==> src/rtl/han_carlson_pipelined_addsub_if.sv <==
// Operand/result bundle for the Han-Carlson add/sub pipeline.
// HCA_FLAGS_EN adds the out_zero/out_neg result flags.
interface han_carlson_pipelined_addsub_if #(
   parameter int N = 64
);
   logic         in_valid;
   logic         in_ready;
   logic [N-1:0] in_a;
   logic [N-1:0] in_b;
   logic         in_cin;
   logic         in_sub;
   logic         out_valid;
   logic         out_ready;
   logic [N-1:0] out_sum;
   logic         out_cout;
   logic         out_ovf;
`ifdef HCA_FLAGS_EN
   logic         out_zero;
   logic         out_neg;
`endif

   modport slave (
      input  in_valid, in_a, in_b, in_cin, in_sub, out_ready,
      output in_ready, out_valid, out_sum, out_cout, out_ovf
`ifdef HCA_FLAGS_EN
      , output out_zero, out_neg
`endif
   );

   modport master (
      output in_valid, in_a, in_b, in_cin, in_sub, out_ready,
      input  in_ready, out_valid, out_sum, out_cout, out_ovf
`ifdef HCA_FLAGS_EN
      , input out_zero, out_neg
`endif
   );
endinterface

==> src/rtl/han_carlson_pipelined_addsub.sv <==
// Pipelined Han-Carlson adder/subtractor, one register per prefix level, global stall on out_ready.
// HCA_FLAGS_EN adds registered out_zero/out_neg flags alongside out_sum.
module han_carlson_pipelined_addsub #(
   parameter int N = 64,
   localparam int LATENCY = $clog2(N) + 2
) (
   input logic                           clk,
   input logic                           rst,
   han_carlson_pipelined_addsub_if.slave bus
);
   localparam int L  = LATENCY - 2;
   localparam int NS = L + 1;

   logic stall;

   logic         s0_vld_q, s0_vld_d;
   logic [N-1:0] s0_a_q, s0_a_d;
   logic [N-1:0] s0_b_q, s0_b_d;
   logic         s0_c0_q, s0_c0_d;

   logic [NS:1]  st_vld_q, st_vld_d;
   logic [NS:1]  st_c0_q, st_c0_d;
   logic [NS:1]  st_amsb_q, st_amsb_d;
   logic [N-1:0] st_p_q [1:NS];
   logic [N-1:0] st_p_d [1:NS];
   logic [N-1:0] st_g_q [1:NS];
   logic [N-1:0] st_g_d [1:NS];
   logic [N-1:0] st_gp_q [1:NS];
   logic [N-1:0] st_gp_d [1:NS];

   logic         out_vld_q, out_vld_d;
   logic [N-1:0] out_sum_q, out_sum_d;
   logic         out_cout_q, out_cout_d;
   logic         out_ovf_q, out_ovf_d;
`ifdef HCA_FLAGS_EN
   logic         out_zero_q, out_zero_d;
   logic         out_neg_q, out_neg_d;
`endif

   logic [N-1:0] p1, g1, sum;

   always_comb begin
      stall    = out_vld_q && !bus.out_ready;

      s0_vld_d = bus.in_valid;
      s0_a_d   = bus.in_a;
      s0_b_d   = bus.in_b ^ {N{bus.in_sub}};
      s0_c0_d  = bus.in_sub | bus.in_cin;

      st_vld_d  = {st_vld_q[NS-1:1], s0_vld_q};
      st_c0_d   = {st_c0_q[NS-1:1], s0_c0_q};
      st_amsb_d = {st_amsb_q[NS-1:1], s0_a_q[N-1]};

      // S1: bit generate/propagate with carry-in folded into bit 0, then odd-bit pre-level
      p1    = s0_a_q ^ s0_b_q;
      g1    = s0_a_q & s0_b_q;
      g1[0] = g1[0] | (p1[0] & s0_c0_q);
      st_p_d[1]  = p1;
      st_g_d[1]  = g1;
      st_gp_d[1] = p1;
      for (int i = 1; i < N; i += 2) begin
         st_g_d[1][i]  = g1[i] | (p1[i] & g1[i-1]);
         st_gp_d[1][i] = p1[i] & p1[i-1];
      end

      // S2..SL: sparse Kogge-Stone on odd bits, span doubling from 2 to N/2
      for (int l = 2; l <= NS; l++) begin
         st_p_d[l]  = st_p_q[l-1];
         st_g_d[l]  = st_g_q[l-1];
         st_gp_d[l] = st_gp_q[l-1];
      end
      for (int l = 2; l <= L; l++) begin
         for (int i = 1; i < N; i += 2) begin
            if (i >= (1 << (l-1))) begin
               st_g_d[l][i]  = st_g_q[l-1][i] | (st_gp_q[l-1][i] & st_g_q[l-1][i-(1 << (l-1))]);
               st_gp_d[l][i] = st_gp_q[l-1][i] & st_gp_q[l-1][i-(1 << (l-1))];
            end
         end
      end

      for (int i = 2; i < N; i += 2) begin
         st_g_d[NS][i] = st_g_q[L][i] | (st_p_q[L][i] & st_g_q[L][i-1]);
      end

      sum        = st_p_q[NS] ^ {st_g_q[NS][N-2:0], st_c0_q[NS]};
      out_vld_d  = st_vld_q[NS];
      out_sum_d  = out_sum_q;
      out_cout_d = out_cout_q;
      out_ovf_d  = out_ovf_q;
`ifdef HCA_FLAGS_EN
      out_zero_d = out_zero_q;
      out_neg_d  = out_neg_q;
`endif
      // Result registers only load on real ops so bubble data never reaches the outputs
      if (st_vld_q[NS]) begin
         out_sum_d  = sum;
         out_cout_d = st_g_q[NS][N-1];
         out_ovf_d  = ~st_p_q[NS][N-1] & (st_amsb_q[NS] ^ sum[N-1]);
`ifdef HCA_FLAGS_EN
         out_zero_d = ~|sum;
         out_neg_d  = sum[N-1];
`endif
      end
   end

   always_ff @(posedge clk) begin
      if (rst) begin
         s0_vld_q   <= 1'b0;
         s0_a_q     <= '0;
         s0_b_q     <= '0;
         s0_c0_q    <= 1'b0;
         st_vld_q   <= '0;
         st_c0_q    <= '0;
         st_amsb_q  <= '0;
         for (int l = 1; l <= NS; l++) begin
            st_p_q[l]  <= '0;
            st_g_q[l]  <= '0;
            st_gp_q[l] <= '0;
         end
         out_vld_q  <= 1'b0;
         out_sum_q  <= '0;
         out_cout_q <= 1'b0;
         out_ovf_q  <= 1'b0;
`ifdef HCA_FLAGS_EN
         out_zero_q <= 1'b0;
         out_neg_q  <= 1'b0;
`endif
      end else if (!stall) begin
         s0_vld_q   <= s0_vld_d;
         s0_a_q     <= s0_a_d;
         s0_b_q     <= s0_b_d;
         s0_c0_q    <= s0_c0_d;
         st_vld_q   <= st_vld_d;
         st_c0_q    <= st_c0_d;
         st_amsb_q  <= st_amsb_d;
         for (int l = 1; l <= NS; l++) begin
            st_p_q[l]  <= st_p_d[l];
            st_g_q[l]  <= st_g_d[l];
            st_gp_q[l] <= st_gp_d[l];
         end
         out_vld_q  <= out_vld_d;
         out_sum_q  <= out_sum_d;
         out_cout_q <= out_cout_d;
         out_ovf_q  <= out_ovf_d;
`ifdef HCA_FLAGS_EN
         out_zero_q <= out_zero_d;
         out_neg_q  <= out_neg_d;
`endif
      end
   end

   assign bus.in_ready  = !stall;
   assign bus.out_valid = out_vld_q;
   assign bus.out_sum   = out_sum_q;
   assign bus.out_cout  = out_cout_q;
   assign bus.out_ovf   = out_ovf_q;
`ifdef HCA_FLAGS_EN
   assign bus.out_zero  = out_zero_q;
   assign bus.out_neg   = out_neg_q;
`endif
endmodule

==> src/flat_wrapper.sv <==
// flat-port wrapper written by rule: the top's interface ports become plain ports
module han_carlson_pipelined_addsub_flat 
#(
   parameter int N = 64,
   localparam int LATENCY = $clog2(N) + 2
)
  (clk, rst, bus_in_valid, bus_in_a, bus_in_b, bus_in_cin, bus_in_sub, bus_out_ready, bus_in_ready, bus_out_valid, bus_out_sum, bus_out_cout, bus_out_ovf);
  han_carlson_pipelined_addsub_if #(.N(N)) bus_i ();
  input logic clk;
  input logic rst;
  input wire logic [$bits(bus_i.in_valid)-1:0] bus_in_valid;
  input wire logic [$bits(bus_i.in_a)-1:0] bus_in_a;
  input wire logic [$bits(bus_i.in_b)-1:0] bus_in_b;
  input wire logic [$bits(bus_i.in_cin)-1:0] bus_in_cin;
  input wire logic [$bits(bus_i.in_sub)-1:0] bus_in_sub;
  input wire logic [$bits(bus_i.out_ready)-1:0] bus_out_ready;
  output wire logic [$bits(bus_i.in_ready)-1:0] bus_in_ready;
  output wire logic [$bits(bus_i.out_valid)-1:0] bus_out_valid;
  output wire logic [$bits(bus_i.out_sum)-1:0] bus_out_sum;
  output wire logic [$bits(bus_i.out_cout)-1:0] bus_out_cout;
  output wire logic [$bits(bus_i.out_ovf)-1:0] bus_out_ovf;
  assign bus_i.in_valid = bus_in_valid;
  assign bus_i.in_a = bus_in_a;
  assign bus_i.in_b = bus_in_b;
  assign bus_i.in_cin = bus_in_cin;
  assign bus_i.in_sub = bus_in_sub;
  assign bus_i.out_ready = bus_out_ready;
  assign bus_in_ready = bus_i.in_ready;
  assign bus_out_valid = bus_i.out_valid;
  assign bus_out_sum = bus_i.out_sum;
  assign bus_out_cout = bus_i.out_cout;
  assign bus_out_ovf = bus_i.out_ovf;
  han_carlson_pipelined_addsub #(.N(N)) u_core (.clk(clk), .rst(rst), .bus(bus_i));
endmodule
==> config.mk <==
export PLATFORM = sky130hd
export DESIGN_NAME = han_carlson_pipelined_addsub_flat
export DESIGN_NICKNAME = d
export VERILOG_FILES = /design/src/rtl/han_carlson_pipelined_addsub_if.sv /design/src/rtl/han_carlson_pipelined_addsub.sv /design/src/flat_wrapper.sv
export SDC_FILE = /design/constraint.sdc
export NUM_CORES = 1
export LEC_CHECK = 0
export CAP_MARGIN = 20
export CORE_AREA = 8 8 373 302
export CTS_CLUSTER_SIZE = 10
export DETAILED_ROUTE_END_ITERATION = 8
export DIE_AREA = 0 0 381 310
export HOLD_SLACK_MARGIN = 0.05
export PLACE_DENSITY = 0.68
export SYNTH_ARGS = -nofsm -noshare
export SYNTH_HDL_FRONTEND = slang
export SYNTH_SLANG_ARGS = --single-unit
==> constraint.sdc <==
create_clock -name clk -period 38.1 [get_ports clk]
set_clock_uncertainty 0.15 [all_clocks]
set_input_delay 9.525 -clock clk [delete_from_list [all_inputs] [get_ports clk]]
set_output_delay 9.525 -clock clk [all_outputs]
set_load 0.01 [all_outputs]
* Word-level counts from Yosys, hierarchy flattened *
Memories as Yosys holds them, arrays and structs flattened.
Cells that the tools add are included.

storage, ports and cells
  bits in registers = 218
  memory bits (writable) = 1,344
  output and inout bits = 68
  memories = 3

operators by class
  muxes and demuxes = 26
  bitwise logic cells = 577
  reductions and logical operators = 4

memory list
  memory          depth  width  read ports  clocked after Yosys merged registers in  wr ports  RTL line                            text
  u_core.st_g_q   7      64     7           0                                        7         han_carlson_pipelined_addsub.sv:26  logic [N-1:0] st_g_q [1:NS];
  u_core.st_gp_q  7      64     6           0                                        7         han_carlson_pipelined_addsub.sv:28  logic [N-1:0] st_gp_q [1:NS];
  u_core.st_p_q   7      64     7           0                                        7         han_carlson_pipelined_addsub.sv:24  logic [N-1:0] st_p_q [1:NS];

operator list
  operator             number
  $mux W64             21
  $and A1 B1 Y1        355
  $or A1 B1 Y1         215
  $xor A64 B64 Y64     3
  $and A64 B64 Y64     1
  $mux W1              5
  $logic_not A1 Y1     2
  $not A1 Y1           2
  $reduce_and A2 Y1    1
  $logic_and A1 B1 Y1  1
  $xor A1 B1 Y1        1

* Depth between registers and ports, before layout *
Gate-level depths: netlist (run 1).

  depth after elaboration = 6
  mapped depth = 6
  depth with buffers taken out = 4

* Worst setup path before layout (run 1) *
Ideal clock, no wire load.

  path kind = input -> register
  start point = in rst
  end point = mem u_core.st_g_q[1][0], enable pin
  data arrival time = 34.069 ns
  data required time = 36.364 ns
  setup slack = 2.294 ns
  stages on the path = 2
  path through = clkbuf_1 > nand2b_1

RTL lines
  item         RTL line                            text
  from (decl)  flat_wrapper.sv:10                  input logic rst;
  to (decl)    han_carlson_pipelined_addsub.sv:26

* Final worst setup path (run 1) *
  start point = in bus_out_ready
  end point = out bus_in_ready

on the way
  word-level cells in the longest chain between the ends = 3

RTL lines
  item                 RTL line                            text
  from (decl)          flat_wrapper.sv:16                  input wire logic [$bits(bus_i.out_ready)-1:0] bus_out_ready;
  $logic_not A1 Y1     han_carlson_pipelined_addsub.sv:43  stall = out_vld_q && !bus.out_ready;
  $logic_and A1 B1 Y1  han_carlson_pipelined_addsub.sv:43
  $logic_not A1 Y1     -
  to (decl)            flat_wrapper.sv:17                  output wire logic [$bits(bus_i.in_ready)-1:0] bus_in_ready;

No other way between the ends.

==> metrics.md, run 1 <==
| Metric | Value |
|---|---|
| Worst setup SP type | `primary input` |
| Root Buffer Master | `clkbuf_16` |
| Peak supply drop | `0.03871 mV` |
| Worst flop-to-flop path endpoint | `u_core.st_g_q[7][13]$_SDFFCE_PN0P_` |
| Post-synth EDFFs | `1025` |
| TritonCTS clock tree | `yes` |
| Synth cell types | `25` |
| Adder-Cell Fraction of Synth Area | `1.681%` |
| FF-to-FF path depth | `7` |
| Worst setup margin | `17.34 ns` |
| Vias/cell | `4.836` |
| Area Overhead vs Synth | `15.53%` |
| Final wirelength | `88340 um` |
| Slowest cell on crit path | `clkdlybuf4s50_1` |
| Cell count after placement | `4841` |
| Syn nets | `3581` |
| Die W | `381 um` |
| Number of CTS-inserted buffers | `144` |
| Hold Slack | `0.2883 ns` |
| Post-CTS setup buffers | `0` |
| Clock Tree Buf Depth | `3` |
| Yosys warns | `0` |
| Initial Utilization | `44.50%` |
| Slew Limit Headroom | `14.45%` |
| WL/cell | `17.35 um` |
| Setup crit end kind | `output port` |
| DP HPWL | `55040 um` |
| Worst EP arrival | `11.09 ns` |
| # rows | `108` |
| LEAKAGE | `22.27 nW` |
| H-tree depth | `4` |
| Max frequency | `48.16 MHz` |
| Worst-path clk slew | `0.05 ns` |
| Worst Tran Pin Value | `1.283 ns` |
| Worst Path Required | `28.42 ns` |
| Layout cells sized above 1 | `5.407%` |
| Gp weighted congestion | `0.7962` |
| Setup slack, reg-to-reg | `32.62 ns` |
| Critical R2R Launch | `u_core.bus.out_valid$_SDFFE_PP0N_` |
| DR vias | `24.63k` |
| GR Overflow Total | `0` |
| CTS Sinks | `1243` |
| Detail Route Antenna Nets | `0` |
| RSZ-0062 raised after global routing | `false` |
| Initial DRT Pass Iterations | `5` |
| Async S/R FF share, synth | `0%` |
| Seq/Total Area, Yosys | `73.79%` |
| Initial antenna violation count | `7` |
| Setup Viol. Count Final | `0` |
| CP max FO | `92` |
| Die Ht | `310 um` |
| Post-cts sizing count | `0` |
| Final net count | `3755` |
| ANT cells | `0` |
| Post-synthesis compound-gate area fraction | `5.680%` |
| Pins Over Slew Limit | `0` |
| Mean post-synth cell area | `14.08 um2` |
| Final hold vios | `0` |
| Setup TNS Final | `0 ns` |
| Flops & latches, synth | `1243` |
| CORE AREA | `107000 um2` |
| Most used flip-flop cell after synthesis | `edfxtp_1` |
| IO buf count | `201` |
| Die Area | `118100 um2` |
| Synth Instances | `3383` |
| Critical path class | `primary input to output port` |
| # IOs | `202` |
| DRC | `0` |
| Crit-path most repeated cell | `clkdlybuf4s50_1` |
| Number of buffers inserted by hold repair at cts | `0` |
| Clk Latency, worst-skew pair | `0.74 ns` |
| Crit-path cells | `clkdlybuf4s50_1, nor2b_4, inv_8, clkdlybuf4s50_1` |
| Post-Synth XOR/XNOR Area | `2.372%` |
| Largest family of logic cells by synthesized area | `simple AND/OR/NAND/NOR gates` |
| Power Dens Cells | `51.34 nW/um2` |
| Worst setup endpoint | `bus_in_ready` |
| Tmin final | `20.76 ns` |
| Largest net degree at the start of global routing | `339` |
| Dpl ws | `17.30 ns` |
| Max-Cap Viols | `0` |
| Critical path's largest stage delay | `0.64 ns` |
| Crit path from | `bus_out_ready` |
| Vias in the first global route | `23.76k` |
| Synth Cell Area | `47630 um2` |
| Synth Area in Simple Gates | `14.45%` |
| Fillers | `8872` |
| Outcome | `finished, final reports clean` |
| Final non-filler cell total | `5092` |
| 1st-iter DRT viols | `2265` |
| Worst min path class | `register to register` |
| First-pass GRT wire length | `136100 um` |
| Fin crit share | `54.50%` |
| GRT Overall Usage | `14.65%` |
| Mux contribution to synthesized area | `0%` |
[routing by layer]
metal,GRT usage (%),vias up,wire length [um]
met4,4.496,2,1858
met1,20.57,11631,41150
met3,3.106,139,4646
met2,23.04,512,40670
li1,-,12343,-
met5,0,-,11
[cell type report]
| cell class | count | area, um2 | area share (%) |
|---|---|---|---|
| clock inverters | 16 | 260.3 | 0.4730 |
| clock buffers | 235 | 4019 | 7.304 |
| repair buffers | 226 | 2251 | 4.091 |
| inverters | 2 | 15.01 | 0.02729 |
| flip-flops and latches | 1243 | 35150 | 63.87 |
| well taps | 1430 | 1789 | 3.252 |
| multi-input cells | 1940 | 11540 | 20.98 |
[worst min-delay path by stage]
stage	slack (ns)	to	depth (start not counted)	from
CTS	0.29	u_core.st_vld_q[5]$_SDFFE_PP0N_	2	u_core.st_vld_q[4]$_SDFFE_PP0N_
global placement	0.29	u_core.st_amsb_q[4]$_SDFFE_PP0N_	2	u_core.st_amsb_q[4]$_SDFFE_PP0N_
finish	0.29	u_core.st_amsb_q[7]$_SDFFE_PP0N_	2	u_core.st_amsb_q[6]$_SDFFE_PP0N_
floorplan	0.28	u_core.s0_vld_q$_SDFFE_PP0N_	2	u_core.s0_vld_q$_SDFFE_PP0N_
detailed placement	0.30	u_core.st_amsb_q[4]$_SDFFE_PP0N_	2	u_core.st_amsb_q[4]$_SDFFE_PP0N_
global route	0.31	u_core.st_vld_q[5]$_SDFFE_PP0N_	2	u_core.st_vld_q[4]$_SDFFE_PP0N_
[critical path, delay by kind of cell]
family / cells / cell delay (ns)
buffers and inverters: 3 / 1.48
AND/OR/NAND/NOR: 1 / 0.07
[power breakdown]
group / leakage [nW] / internal, mW / switching [mW]
sequential: 14.4 / 1.49 / 0.0141
combinational: 5.88 / 0.0371 / 0.0433
clock: 2.04 / 0.724 / 0.517
total: 22.3 / 2.25 / 0.575
[cells by family after synthesis]
kind of cell / count (synthesis)
buffers and inverters: 200
DFF: 1243
adders and majority gates: 64
and+or+nand+nor: 1271
xor gates and xnor gates: 129
AOI/OAI and AO/OA: 476
[flip-flops by register name, summed over array words and instances (netlist names)]
| register | flops |
|---|---|
| u_core.st_g_q | 448 |
| u_core.st_p_q | 416 |
| u_core.st_gp_q | 161 |
| u_core.bus.out_sum | 64 |
| u_core.s0_a_q | 64 |
| u_core.s0_b_q | 64 |
| u_core.st_amsb_q | 7 |
| u_core.st_c0_q | 7 |
| u_core.st_vld_q | 7 |
| u_core.bus.out_cout | 1 |
| u_core.bus.out_ovf | 1 |
| u_core.bus.out_valid | 1 |
| u_core.s0_c0_q | 1 |
| u_core.s0_vld_q | 1 |
[cells in the final DEF, fill, tap and decap left out, types with 2 or more instances in the layout]
cell type	n
a211oi_1	128
a21oi_1	345
and2_1	704
and3_1	129
buf_12	4
buf_4	22
clkbuf_1	87
clkbuf_16	147
clkbuf_8	2
clkdlybuf4s50_1	199
clkinv_16	3
clkinv_8	4
dfxtp_1	217
edfxtp_1	1025
ha_1	64
inv_16	3
inv_6	3
nand2_1	172
nand2b_4	2
nor2_1	257
nor2_4	2
nor3_1	2
o21ai_0	2
xnor2_1	129
[through the flow]
stage | util [%] | power, mW | cell area, um2
floorplan | - | 1.575 | 47630
global placement | 47.41 | 1.610 | 50740
detailed placement | 47.41 | 1.612 | 50740
CTS | 51.41 | 2.858 | 55020
global route | 51.41 | 2.923 | 55020
finish | 51.41 | 2.825 | 55020
[synth_stat cells (3+ instances only)]
master	number	area share, %
and3_1	129	1.7
buf_6	5	0.12
dfxtp_1	218	9.2
ha_1	64	1.7
nor2_1	257	2.0
clkbuf_4	5	0.079
buf_4	3	0.047
clkbuf_2	7	0.074
edfxtp_1	1025	65
a21oi_1	345	3.6
a211oi_1	128	2.0
xnor2_1	129	2.4
nand2_1	172	1.4
and2_1	704	9.2
buf_2	109	1.1
clkbuf_1	69	0.54
(Power assumes the default switching activity.)
==> inputs of run 2 (changes only) <==
==> constraint.sdc (replaced) <==
create_clock -name clk -period 20.9 [get_ports clk]
set_clock_uncertainty 0.15 [all_clocks]
set_input_delay 5.225 -clock clk [delete_from_list [all_inputs] [get_ports clk]]
set_output_delay 5.225 -clock clk [all_outputs]
set_load 0.01 [all_outputs]
==> run 2 against run 1 <==
Net effect:
- register-to-register slack got worse by 16 ns
- clock-buffer cell count decreased by 2
- final cell count about the same
- critical path depth increased by 1
- global-route usage decreased by 0.22 points
- design area about the same
- sequential power increased by 83%
- power increased by 81%
- non-clock buffer count unchanged
- critical endpoint unchanged
- largest cell class unchanged
- largest power group unchanged
==> metrics.md, run 2 (same netlist as run 1, synthesis figures left out) <==
| Metric | Value |
|---|---|
| First-pass GRT wire length | `135000 um (was 136100 um)` |
| Max-Cap Viols | `0 (unchanged)` |
| Peak supply drop | `0.06211 mV (was 0.03871 mV)` |
| Setup slack, reg-to-reg | `16.32 ns (was 32.62 ns)` |
| Crit-path cells | `clkdlybuf4s50_1, nor2b_4, buf_4, inv_8, clkdlybuf4s50_1 (was clkdlybuf4s50_1, nor2b_4, inv_8, clkdlybuf4s50_1)` |
| Most flops, register | `u_core.st_g_q (unchanged)` |
| Die Area | `118100 um2 (unchanged)` |
| Commonest non-fill, non-tap cell in the layout | `edfxtp_1 (unchanged)` |
| TritonCTS clock tree | `yes (unchanged)` |
| Area Overhead vs Synth | `15.52% (was 15.53%)` |
| Vias in the first global route | `23.56k (was 23.76k)` |
| Clk Latency, worst-skew pair | `0.72 ns (was 0.74 ns)` |
| Final net count | `3753 (was 3755)` |
| Post-cts sizing count | `0 (unchanged)` |
| Number of CTS-inserted buffers | `142 (was 144)` |
| GRT Overall Usage | `14.42% (was 14.65%)` |
| Worst min path class | `register to register (unchanged)` |
| Hold Slack | `0.2970 ns (was 0.2883 ns)` |
| H-tree depth | `4 (unchanged)` |
| Worst EP arrival | `7.09 ns (was 11.09 ns)` |
| Critical path class | `primary input to output port (unchanged)` |
| Switch Pwr | `1.036 mW (was 0.5747 mW)` |
| DP HPWL | `55140 um (was 55040 um)` |
| Pins Over Slew Limit | `0 (unchanged)` |
| Detail Route Antenna Nets | `0 (unchanged)` |
| Layout Utilization | `51.41% (about the same)` |
| GR Overflow Total | `0 (unchanged)` |
| Root Buffer Master | `clkbuf_16 (unchanged)` |
| Initial antenna violation count | `8 (was 7)` |
| Outcome | `finished, final reports clean (unchanged)` |
| Comb pwr share | `2.9% (was 2.8%)` |
| IO buf count | `201 (unchanged)` |
| CORE AREA | `107000 um2 (unchanged)` |
| 1st-iter DRT viols | `2045 (was 2265)` |
| Critical R2R Launch | `u_core.bus.out_valid$_SDFFE_PP0N_ (unchanged)` |
| Worst flop-to-flop path endpoint | `u_core.st_g_q[4][29]$_SDFFCE_PN0P_ (was u_core.st_g_q[7][13]$_SDFFCE_PN0P_)` |
| Worst-path clk slew | `0.05 ns (about the same)` |
| Hold Crit Start | `u_core.st_vld_q[4]$_SDFFE_PP0N_ (was u_core.st_amsb_q[6]$_SDFFE_PP0N_)` |
| Worst Path Required | `15.53 ns (was 28.42 ns)` |
| Die Ht | `310 um (unchanged)` |
| Final hold vios | `0 (unchanged)` |
| CP max FO | `110 (was 92)` |
| Worst Tran Pin Value | `1.178 ns (was 1.283 ns)` |
| CTS Sinks | `1243 (unchanged)` |
| Biggest registers after layout | `u_core.st_g_q x448, u_core.st_p_q x416, u_core.st_gp_q x161 (unchanged)` |
| Largest net degree at the start of global routing | `291 (was 339)` |
| FF-to-FF path depth | `6 (was 7)` |
| Max frequency | `80.24 MHz` |
| Int Pwr | `4.082 mW (was 2.250 mW)` |
| CP delay by family, top | `buffers and inverters (unchanged)` |
| Setup Viol. Count Final | `0 (unchanged)` |
| Sw Ratio | `20.24% (was 20.34%)` |
| Worst setup SP type | `primary input (unchanged)` |
| Clock Tree Buf Depth | `3 (unchanged)` |
| Setup crit end kind | `output port (unchanged)` |
| DRC | `0 (unchanged)` |
| Number of buffers inserted by hold repair at cts | `0 (unchanged)` |
| Final wirelength | `87810 um (was 88340 um)` |
| Initial DRT Pass Iterations | `5 (unchanged)` |
| Seq pwr share | `53.5% (was 53.2%)` |
| Tmin final | `12.46 ns` |
| Critical path's largest stage delay | `0.66 ns (was 0.64 ns)` |
| RSZ-0062 raised after global routing | `false (unchanged)` |
| Fin crit share | `59.63%` |
| Worst Path Buf+Inv | `4 (was 3)` |
| # IOs | `202 (unchanged)` |
| Post-CTS setup buffers | `0 (unchanged)` |
| Max reg flops | `448 (unchanged)` |
| # rows | `108 (unchanged)` |
| Hold depth | `2 (unchanged)` |
| Clk pwr share | `43.6% (was 44.0%)` |
| Most frequent cells in the layout | `edfxtp_1 (1025), and2_1 (704), a21oi_1 (345) (unchanged)` |
| Setup TNS Final | `0 ns (unchanged)` |
| Slowest cell on crit path | `clkdlybuf4s50_1 (unchanged)` |
| Power Dens Cells | `93.02 nW/um2 (was 51.34 nW/um2)` |
| Total Power | `5.118 mW (was 2.825 mW)` |
| LEAKAGE | `22.25 nW (was 22.27 nW)` |
| Die W | `381 um (unchanged)` |
| Crit-path most repeated cell | `clkdlybuf4s50_1 (unchanged)` |
| Layout cells sized above 1 | `5.250% (was 5.407%)` |
| WL/cell | `17.26 um (was 17.35 um)` |
| DR vias | `24.68k (was 24.63k)` |
| Hold Path Sink | `u_core.st_vld_q[5]$_SDFFE_PP0N_ (was u_core.st_amsb_q[7]$_SDFFE_PP0N_)` |
| Initial Utilization | `44.50% (unchanged)` |
| Slew Limit Headroom | `21.43% (was 14.45%)` |
| Vias/cell | `4.851 (was 4.836)` |
| Gp weighted congestion | `0.8173 (was 0.7962)` |
-- run 2: metrics by stage --
stage	worst slack (ns)	cells	instance area, um2
floorplan	1.494	3383	47630
detailed placement	8.381	4838	50750
CTS	8.380	5084	54950
global placement	8.350	4838	50750
global route	8.333	5088	55020
finish	8.438	5088	55020
-- run 2: area by class of cell --
cell class / instances / area [um2]
clock inverters: 13 / 242.7
repair buffers: 226 / 2321
diodes: 1 / 2.502
clock buffers: 233 / 3959
multi-input cells: 1940 / 11540
fillers: 8892 / 52000
well taps: 1430 / 1789
inverters: 2 / 15.01
flip-flops and latches: 1243 / 35150
-- run 2: worst max-delay path by stage --
stage                   from                           endpoint  slack [ns]  cells past startpoint
2_1_floorplan            rst  u_core.st_g_q[1][0]$_SDFFCE_PN0P_        1.49                      2
3_3_place_gp   bus_out_ready                       bus_in_ready        8.35                      5
3_5_place_dp   bus_out_ready                       bus_in_ready        8.38                      5
4_1_cts        bus_out_ready                       bus_in_ready        8.38                      5
5_1_grt        bus_out_ready                       bus_in_ready        8.33                      5
6_report       bus_out_ready                       bus_in_ready        8.44                      5
-- run 2: routing by layer --
| layer | track usage [%] | part of all wire [%] | up-vias |
|---|---|---|---|
| li1 | - | - | 12322 |
| met1 | 20.43 | 47 | 11684 |
| met5 | 0 | 0 | - |
| met4 | 5.150 | 2.5 | 0 |
| met2 | 22.43 | 46 | 514 |
| met3 | 2.679 | 5.0 | 162 |
-- run 2: power by group through the flow --
stage | Clock [mW] | Sequential [mW] | Combinational (mW)
global route | 2.39 | 2.74 | 0.166
global placement | 0 | 2.79 | 0.148
CTS | 2.28 | 2.74 | 0.150
finish | 2.23 | 2.74 | 0.149
floorplan | 0 | 2.78 | 0.0928
detailed placement | 0 | 2.79 | 0.149
-- run 2: worst register-to-register path, cell delays in order (launching register included) --
cell and delay (ns):
dfxtp_1 0.32, nor2b_4 0.12, buf_4 0.21, nand2b_4 0.65, buf_4 0.71, buf_4 0.96
buf_12 0.74
